[src/rtl/mvu_seq_pkg.sv]
// Shared types and defaults for the per-MVU job sequencer.
package mvu_seq_pkg;

    localparam int unsigned BWBANKA = 9;
    localparam int unsigned BDBANKA = 15;

    localparam logic [1:0] MUL_MODE_OFF = 2'b00;

    typedef enum logic [2:0] {
        S_IDLE,
        S_READ,
        S_DRAIN,
        S_WRITE,
        S_DONE
    } state_e;

    typedef struct packed {
        logic [1:0] mode;
        logic       clr;
        logic       sh;
    } ctrl_t;

    localparam ctrl_t CTRL_BUBBLE = '{mode: MUL_MODE_OFF, clr: 1'b0, sh: 1'b0};

endpackage

[src/rtl/mvu_seq_dly.sv]
// Fixed-depth delay line that lines accumulator control up with the MVU datapath.
module mvu_seq_dly
    import mvu_seq_pkg::*;
#(
    parameter int unsigned NMVU_LAT = 3
) (
    input  logic  clk,
    input  logic  rst,
    input  ctrl_t din,
    output ctrl_t dout
);

    ctrl_t pipe [NMVU_LAT];

    always_ff @(posedge clk or posedge rst) begin
        if (rst) begin
            for (int i = 0; i < int'(NMVU_LAT); i++) pipe[i] <= CTRL_BUBBLE;
        end else begin
            pipe[0] <= din;
            for (int i = 1; i < int'(NMVU_LAT); i++) pipe[i] <= pipe[i-1];
        end
    end

    assign dout = pipe[NMVU_LAT-1];

endmodule

[src/rtl/mvu_seq.sv]
// Job sequencer for one MVU: walks bit-serial reads per output word, delays
// accumulator control by the datapath latency, then writes the word back.
module mvu_seq #(
    parameter int unsigned NMVU_LAT = 3,
    parameter int unsigned BWBANKA  = mvu_seq_pkg::BWBANKA,
    parameter int unsigned BDBANKA  = mvu_seq_pkg::BDBANKA,
    parameter int unsigned BLEN     = 10,
    parameter int unsigned BITER    = 4
) (
    input  logic               clk,
    input  logic               rst,
    input  logic               cfg_start,
    input  logic [1:0]         cfg_mode,
    input  logic [BITER-1:0]   cfg_iters,
    input  logic [BLEN-1:0]    cfg_len,
    input  logic [BWBANKA-1:0] cfg_waddr,
    input  logic [BDBANKA-1:0] cfg_daddr,
    input  logic [BDBANKA-1:0] cfg_oaddr,
    output logic               cfg_busy,
    output logic               cfg_done,
    output logic [1:0]         mul_mode,
    output logic               acc_clr,
    output logic               acc_sh,
    output logic [BWBANKA-1:0] rdw_addr,
    output logic               rdd_en,
    input  logic               rdd_grnt,
    output logic [BDBANKA-1:0] rdd_addr,
    output logic               wrd_en,
    input  logic               wrd_grnt,
    output logic [BDBANKA-1:0] wrd_addr
);
    import mvu_seq_pkg::*;

    localparam int unsigned DW = (NMVU_LAT > 1) ? $clog2(NMVU_LAT) : 1;

    state_e             state_q, state_nxt;
    logic [BITER-1:0]   j_q, j_nxt, iters_q, iters_nxt;
    logic [BLEN-1:0]    k_q, k_nxt, len_q, len_nxt;
    logic [BWBANKA-1:0] wptr_q, wptr_nxt;
    logic [DW-1:0]      dcnt_q, dcnt_nxt;
    logic [1:0]         mode_q, mode_nxt;
    logic [BDBANKA-1:0] daddr_q, daddr_nxt, oaddr_q, oaddr_nxt;

    logic               busy_d, done_d, rdd_en_d, wrd_en_d;
    logic [BWBANKA-1:0] rdw_addr_d;
    logic [BDBANKA-1:0] rdd_addr_d, wrd_addr_d;

    logic  rd_fire;
    ctrl_t ctrl_push, ctrl_out;

    assign rd_fire = rdd_en && rdd_grnt;

    // State, counters, descriptor and registered outputs
    always_ff @(posedge clk or posedge rst) begin
        if (rst) begin
            state_q  <= S_IDLE;
            j_q      <= '0;
            k_q      <= '0;
            wptr_q   <= '0;
            dcnt_q   <= '0;
            mode_q   <= MUL_MODE_OFF;
            iters_q  <= '0;
            len_q    <= '0;
            daddr_q  <= '0;
            oaddr_q  <= '0;
            cfg_busy <= 1'b0;
            cfg_done <= 1'b0;
            rdd_en   <= 1'b0;
            rdd_addr <= '0;
            rdw_addr <= '0;
            wrd_en   <= 1'b0;
            wrd_addr <= '0;
        end else begin
            state_q  <= state_nxt;
            j_q      <= j_nxt;
            k_q      <= k_nxt;
            wptr_q   <= wptr_nxt;
            dcnt_q   <= dcnt_nxt;
            mode_q   <= mode_nxt;
            iters_q  <= iters_nxt;
            len_q    <= len_nxt;
            daddr_q  <= daddr_nxt;
            oaddr_q  <= oaddr_nxt;
            cfg_busy <= busy_d;
            cfg_done <= done_d;
            rdd_en   <= rdd_en_d;
            rdd_addr <= rdd_addr_d;
            rdw_addr <= rdw_addr_d;
            wrd_en   <= wrd_en_d;
            wrd_addr <= wrd_addr_d;
        end
    end

    // Next-state and counter update
    always_comb begin
        state_nxt = state_q;
        j_nxt     = j_q;
        k_nxt     = k_q;
        wptr_nxt  = wptr_q;
        dcnt_nxt  = dcnt_q;
        mode_nxt  = mode_q;
        iters_nxt = iters_q;
        len_nxt   = len_q;
        daddr_nxt = daddr_q;
        oaddr_nxt = oaddr_q;
        case (state_q)
            S_IDLE: begin
                if (cfg_start) begin
                    mode_nxt  = cfg_mode;
                    iters_nxt = cfg_iters;
                    len_nxt   = cfg_len;
                    daddr_nxt = cfg_daddr;
                    oaddr_nxt = cfg_oaddr;
                    j_nxt     = '0;
                    k_nxt     = '0;
                    wptr_nxt  = cfg_waddr;
                    state_nxt = (cfg_iters == '0 || cfg_len == '0) ? S_DONE : S_READ;
                end
            end
            S_READ: begin
                if (rd_fire) begin
                    wptr_nxt = wptr_q + BWBANKA'(1);
                    j_nxt    = j_q + BITER'(1);
                    if (j_q == iters_q - BITER'(1)) begin
                        state_nxt = S_DRAIN;
                        dcnt_nxt  = '0;
                    end
                end
            end
            S_DRAIN: begin
                // Leave once the last read's control entry is on the outputs
                if (dcnt_q == DW'(NMVU_LAT - 1)) state_nxt = S_WRITE;
                else                             dcnt_nxt  = dcnt_q + DW'(1);
            end
            S_WRITE: begin
                if (wrd_grnt) begin
                    if (k_q == len_q - BLEN'(1)) begin
                        state_nxt = S_DONE;
                    end else begin
                        k_nxt     = k_q + BLEN'(1);
                        j_nxt     = '0;
                        state_nxt = S_READ;
                    end
                end
            end
            S_DONE:  state_nxt = S_IDLE;
            default: state_nxt = S_IDLE;
        endcase
    end

    // Output decode from the upcoming state so every output leaves a flop
    always_comb begin
        busy_d     = (state_nxt != S_IDLE);
        done_d     = (state_nxt == S_DONE);
        rdd_en_d   = (state_nxt == S_READ);
        wrd_en_d   = (state_nxt == S_WRITE);
        rdd_addr_d = '0;
        rdw_addr_d = '0;
        wrd_addr_d = '0;
        if (rdd_en_d) begin
            rdd_addr_d = daddr_nxt + BDBANKA'(j_nxt);
            rdw_addr_d = wptr_nxt;
        end
        if (wrd_en_d) wrd_addr_d = oaddr_nxt + BDBANKA'(k_nxt);
    end

    // Counted reads push real control; every other cycle pushes a bubble
    always_comb begin
        ctrl_push = CTRL_BUBBLE;
        if (rd_fire) begin
            ctrl_push.mode = mode_q;
            ctrl_push.clr  = (j_q == '0);
            ctrl_push.sh   = (j_q != '0);
        end
    end

    mvu_seq_dly #(
        .NMVU_LAT(NMVU_LAT)
    ) u_dly (
        .clk (clk),
        .rst (rst),
        .din (ctrl_push),
        .dout(ctrl_out)
    );

    assign mul_mode = ctrl_out.mode;
    assign acc_clr  = ctrl_out.clr;
    assign acc_sh   = ctrl_out.sh;

endmodule
[config.mk]
export PLATFORM = sky130hd
export DESIGN_NAME = mvu_seq
export DESIGN_NICKNAME = d
export VERILOG_FILES = /design/src/rtl/mvu_seq_pkg.sv /design/src/rtl/mvu_seq_dly.sv /design/src/rtl/mvu_seq.sv
export SDC_FILE = /design/constraint.sdc
export NUM_CORES = 1
export LEC_CHECK = 0
export ABC_AREA = 0
export ABC_CLOCK_PERIOD_IN_PS = 8700
export CORE_UTILIZATION = 58
export CTS_CLUSTER_SIZE = 16
export DETAILED_ROUTE_END_ITERATION = 7
export GPL_TIMING_DRIVEN = 0
export PLACE_DENSITY = 0.84
export SLEW_MARGIN = 0
export SYNTH_ARGS = -nofsm -noshare
export SYNTH_HDL_FRONTEND = slang
export SYNTH_HIERARCHICAL = 1
export SYNTH_SLANG_ARGS = --single-unit
[constraint.sdc]
create_clock -name clk -period 8.7 [get_ports clk]
set_clock_uncertainty 0.15 [all_clocks]
set_input_delay 1.305 -clock clk [delete_from_list [all_inputs] [get_ports clk]]
set_output_delay 1.305 -clock clk [all_outputs]
set_load 0.1 [all_outputs]
# Word level (Yosys, flattened, before mapping)
# Cells that the tools add are included.
[word_totals]
reg_bits = 129
in_bits = 60
out_inout_bits = 47
elab_cells = 89
[op_classes]
n_addsub = 8
n_eq_ne = 12
mux = 32
reduce_logical = 11
[ops]
columns = ["op", "count"]
rows = [
  ["15-bit two-way mux", 6],
  ["10-bit two-way mux", 3],
  ["9-bit two-way mux", 3],
  ["3-bit two-way mux", 7],
  ["4-bit two-way mux", 5],
  ["10-bit one-hot mux with 2 select lines", 1],
  ["9-bit one-hot mux with 2 select lines", 1],
  ["15-bit by 10-bit adder with 15-bit output", 1],
  ["15-bit by 4-bit adder with 15-bit output", 1],
  ["3-bit one-hot mux with 4 select lines", 1],
  ["4-bit one-hot mux with 3 select lines", 1],
  ["10-bit by 1-bit adder with 10-bit output (second input constant)", 1],
  ["10-bit == test", 1],
  ["10-bit zero test", 1],
  ["10-bit by 1-bit subtractor with 10-bit output (second input constant)", 1],
  ["9-bit by 1-bit adder with 9-bit output (second input constant)", 1],
  ["3-bit by 2-bit == test with 1-bit output (second input constant)", 3],
  ["4-bit zero test", 2],
  ["3-bit by 1-bit == test with 1-bit output (second input constant)", 2],
  ["2-bit two-way mux", 3],
  ["2-bit inequality test (second input constant)", 3],
  ["4-bit by 1-bit adder with 4-bit output (second input constant)", 1],
  ["4-bit == test", 1],
  ["2-bit one-hot mux with 2 select lines", 1],
  ["other kinds (12)", 12],
]

# Depth between registers and ports, before layout
[logic_depth]
word_depth = 7
mapped_depth = 21
mapped_depth_nobuf = 19

# Cells and area by module
# The synthesis kept the hierarchy.
[modules_own_cells]
columns = ["module", "n_inst", "cells_each", "area_each_um2", "seq_area_each_um2"]
rows = [
  ["mvu_seq", 1, 696, 6422.4, 2927.8],
  ["mvu_seq_dly", 1, 17, 334.1, 300.3],
]

# Least setup slack after synthesis
# Ideal clock, no wire load.
[synth_timing]
kind = "in2reg"
start = "input cfg_start"
end = "register wrd_addr[14]"
setup_time_ns = 0.133
arrival_ns = 5.068
required_time_ns = 8.417
path_slack_ns = 3.350
stages = 18
path_buffers = 6
cell_sequence = "buf_2 > nor4b_1 > buf_2 > buf_2 > clkbuf_1 > clkbuf_1 > clkbuf_1 > nand2_1 > nand2_1 > ha_1 > fa_1 > nand2_1 > mux2_2 > o211ai_1 > o211ai_1 > o2111ai_2 > and4_1 > nor3_2"
[synth_between]
elab_chain_cells = 4
word_cells_on_any_way = 9
cone_classes = "add/sub: 1; eq/ne: 1; mux: 7"
[synth_rtl]
columns = ["item", "line_no", "rtl"]
rows = [
  ["start, declared", "mvu_seq.sv:12", "input logic cfg_start,"],
  ["15-bit two-way mux", "mvu_seq.sv:108", "if (cfg_start) begin"],
  ["15-bit two-way mux", "mvu_seq.sv:106", "case (state_q)"],
  ["named net oaddr_nxt[0]", "mvu_seq.sv:42", "logic [BDBANKA-1:0] daddr_q, daddr_nxt, oaddr_q, oaddr_nxt;"],
  ["15-bit by 10-bit adder with 15-bit output", "mvu_seq.sv:164", "if (wrd_en_d) wrd_addr_d = oaddr_nxt + BDBANKA'(k_nxt);"],
  ["15-bit two-way mux", "mvu_seq.sv:164", ""],
  ["named net wrd_addr_d[14]", "mvu_seq.sv:46", "logic [BDBANKA-1:0] rdd_addr_d, wrd_addr_d;"],
  ["end signal, assigned", "mvu_seq.sv:90", "wrd_addr <= wrd_addr_d;"],
  ["end, declared", "mvu_seq.sv:30", "output logic [BDBANKA-1:0] wrd_addr"],
]
# The timed path passes the listed nets, and every way through them passes these cells.
# A chain may end at the register's enable or synchronous reset.

# Worst setup path in the final report
# Same ends and word-level chain as after synthesis.

==> impl_results.md <==
- Outcome: finished, final reports clean
- Max rail drop VDD: 0.2794 mV
- Drt drc: 0
- Core ar.: 11370 sq um
- Ant. Diodes: 0
- Final setup margin: 1845 ps
- Least-Margin Pin Slew: 995.4 ps
- Unrepaired setup endpoints after global routing: no
- Cell count after synthesis: about 700
- Yosys reg bits: about 130
- Routed vias/inst: 5.935
- Die X: about 110 um
- CTS root buf: clkbuf_16
- Number of nets still failing antenna checks after routing: 0
- Setup violations, final: 0
- Place WS: roughly 1500 ps
- Dominant synthesized flop cell: dfrtp_1
- Area Overhead vs Synth: 27.74%
- Finished Cell Area: 8631 sq um
- Postcts setup bufs: 0
- Pre-antenna DRT Iters: 5
- Total gr overflow: 0
- Detailed Place HPWL: roughly 12 mm
- Ys Warns: 6
- Vias in the first global route: 5934
- CTS H-tree lvls: 4
- Total number of vias: 5905
- Worst r2r dst: wrd_addr[14]
- Worst skew pair latency: 430 ps
- Hold Buf Count CTS: 0
- Die Footprint: 12080 sq um
- First-pass GRT wire length: ~28 mm
- Die height: roughly 110 um
- Longest Clk Path Bufs: 2
- Max Cap Viol: 0
- Final Hold Violating Endpoints: 0
- Final WL: between 15 and 20 mm
- FF-to-FF Start: state_q[1]
- Reg2reg setup slack: around 2800 ps
- Commonest non-fill, non-tap cell in the layout: nand2_1
- Commonest cells after routing, fill and taps aside: nand2_1, dfrtp_1, clkdlybuf4s50_1
- Row Count: 39
- CTS Sinks: 129
- DR WL/cell: around 17 um
- Slew margin rel.: 33.43%
- Hold Crit Depth: 0
- Starting Density: 59.43%
- CTS tree: built
- Largest family of logic cells by synthesized area: simple AND/OR/NAND/NOR gates
- Total placed instance area: about 8000 sq um
- Post-Synth XOR/XNOR Area: 5.426%
- Post-synth EDFFs: 0
- Critical path required time: 8850 ps
- Synth unique cells: roughly 80
- Pwr Density: 403.3 nW/um^2
- Worst-case reg-to-reg path depth: 18
- Setup crit end kind: register
- Post-CTS sizing: 0
- Min Tclk post-route: 6855 ps
- Synth Area in Simple Gates: between 20 and 25%
- GPL Wtd Cong: between 0.9 and 1
- Fraction of layout cells with a size suffix above 1: 9.859%
- Synthesized area per cell: 9.476 sq um
- Part of the cycle the worst path needs: between 70% and 80%
- Hold Startpoint: u_dly/pipe[8]
- Initial DRC count: 448
- Hold EP: u_dly/pipe[4]
- Initial antenna violation count: 0
- Slew Limit Fails: 0
- Hold crit path type: register to register
- Final setup TNS: 0 ps
- Synthesized area: 6756 sq um
- Crit Path Class: primary input to register
- Final #Nets: 919
- Crit path max fanout: 10
- P_leak: roughly 4 nW
- Synth Area in Compound Gates: 13.37%
- Worst path arrival time: 7000 ps
- Register area share after synthesis: between 40% and 50%
- All-Layer GR Usage: 31.12%
- Post-Synth Adder-Cell Area: 4.074%
- Max Clk Rate: 145.9 MHz
- Syn nets: 793
- CTS Buf Count: 17
- Largest net degree at the start of global routing: 66
- Mux cell area share after synthesis: 2.481%
- CP startpoint kind: primary input
- Register clock-pin slew on the reported worst setup and hold paths: 60 ps
- IO Port Bufs: 106
- Ys async rst share: 100.0%
- IO Count: between 100 and 150
[worst max path at each step]
stage | start | endpoint
final | cfg_start | wrd_addr[14]
after global routing | cfg_start | wrd_addr[14]
after CTS | cfg_start | wrd_addr[14]
after detailed placement | cfg_start | wrd_addr[14]
after global placement | cfg_start | wrd_addr[14]
after floorplan | cfg_start | wrd_addr[14]
[cell type report]
cell class	count	area (sq um)
Sequential cell	129	3228
Multi-Input combinational cell	524	3226
Inverter	27	103.9
Timing Repair Buffer	107	1089
Tap cell	143	178.9
Clock inverter	13	151.4
Buffer	33	201.4
Fill cell	774	2739
Clock buffer	19	452.9
[cells in the mapped netlist (all sizes together) (14+ instances only)]
cell	number	area [sq um]
ha	18	225.2
nand3	19	100.1
buf	14	108.9
and3	22	140.1
clkbuf	17	73.82
dfrtp	129	3228
o21ai	29	148.9
a21oi	27	146.4
inv	27	101.4
xnor2	28	245.2
nand2	160	600.6
nor3	16	100.1
nor2	54	202.7
and2	16	100.1
[stage by stage]
step | util (%) | total power (W) | hold slack [ps] | instances
6_report | 75.91 | 0.003480 | 198.2 | 995
5_1_grt | 75.91 | 0.003665 | 204.9 | 995
4_1_cts | 75.91 | 0.003473 | 198.4 | 995
3_5_place_dp | 70.60 | 0.002726 | 184.7 | 963
3_3_place_gp | 70.33 | 0.002648 | 181.8 | 962
2_1_floorplan | - | 0.002289 | 181.2 | 713
[layer usage]
metal,global-route usage [%],wire length [um]
met3,6.698,1105
met1,36.78,6901
met5,0,0
met4,15.62,583
met2,53.39,8794
[sequential cells by signal (all words and copies together) (netlist names)]
register,cells
oaddr_q,15
wrd_en,1
state_q,3
u_dly/dout,4
mode_q,2
dcnt_q,2
cfg_done,1
rdd_en,1
daddr_q,15
iters_q,4
j_q,4
rdw_addr,9
wrd_addr,15
wptr_q,9
rdd_addr,15
k_q,10
u_dly/pipe,8
cfg_busy,1
len_q,10
[where the power goes]
| group | internal [W] | leakage [nW] | switching, W |
|---|---|---|---|
| registers | 0.000825 | 1.65 | 0.000132 |
| clock network | 0.000442 | 0.289 | 0.000285 |
| logic | 0.000564 | 2.08 | 0.00123 |
| total | 0.00183 | 4.02 | 0.00165 |
[cells by family (layout without fill, tap and decap cells)]
| group | Yosys count | after routing |
|---|---|---|
| AND/OR/NAND/NOR | 323 | 323 |
| buffers and inverters | 60 | 199 |
| adder cells (fa/ha/maj) | 21 | 21 |
| AO/OA/AOI/OAI | 124 | 124 |
| XOR/XNOR | 41 | 41 |
| flip-flops | 129 | 129 |
| multiplexers | 15 | 15 |
[critical path, cell delays in order]
cell             delay, ps
clkdlybuf4s50_1        470
buf_2                  210
nor4b_1                650
buf_2                  400
buf_2                  320
clkbuf_1               470
clkbuf_1               490
clkbuf_1               480
nand2_1                120
nand2_1                110
ha_1                   200
fa_1                   290
nand2_1                 90
mux2_2                 300
o211ai_1               190
o211ai_1               220
o2111ai_2              370
and4_1                 260
nor3_2                  50
Power figures use the tool's default switching activity.
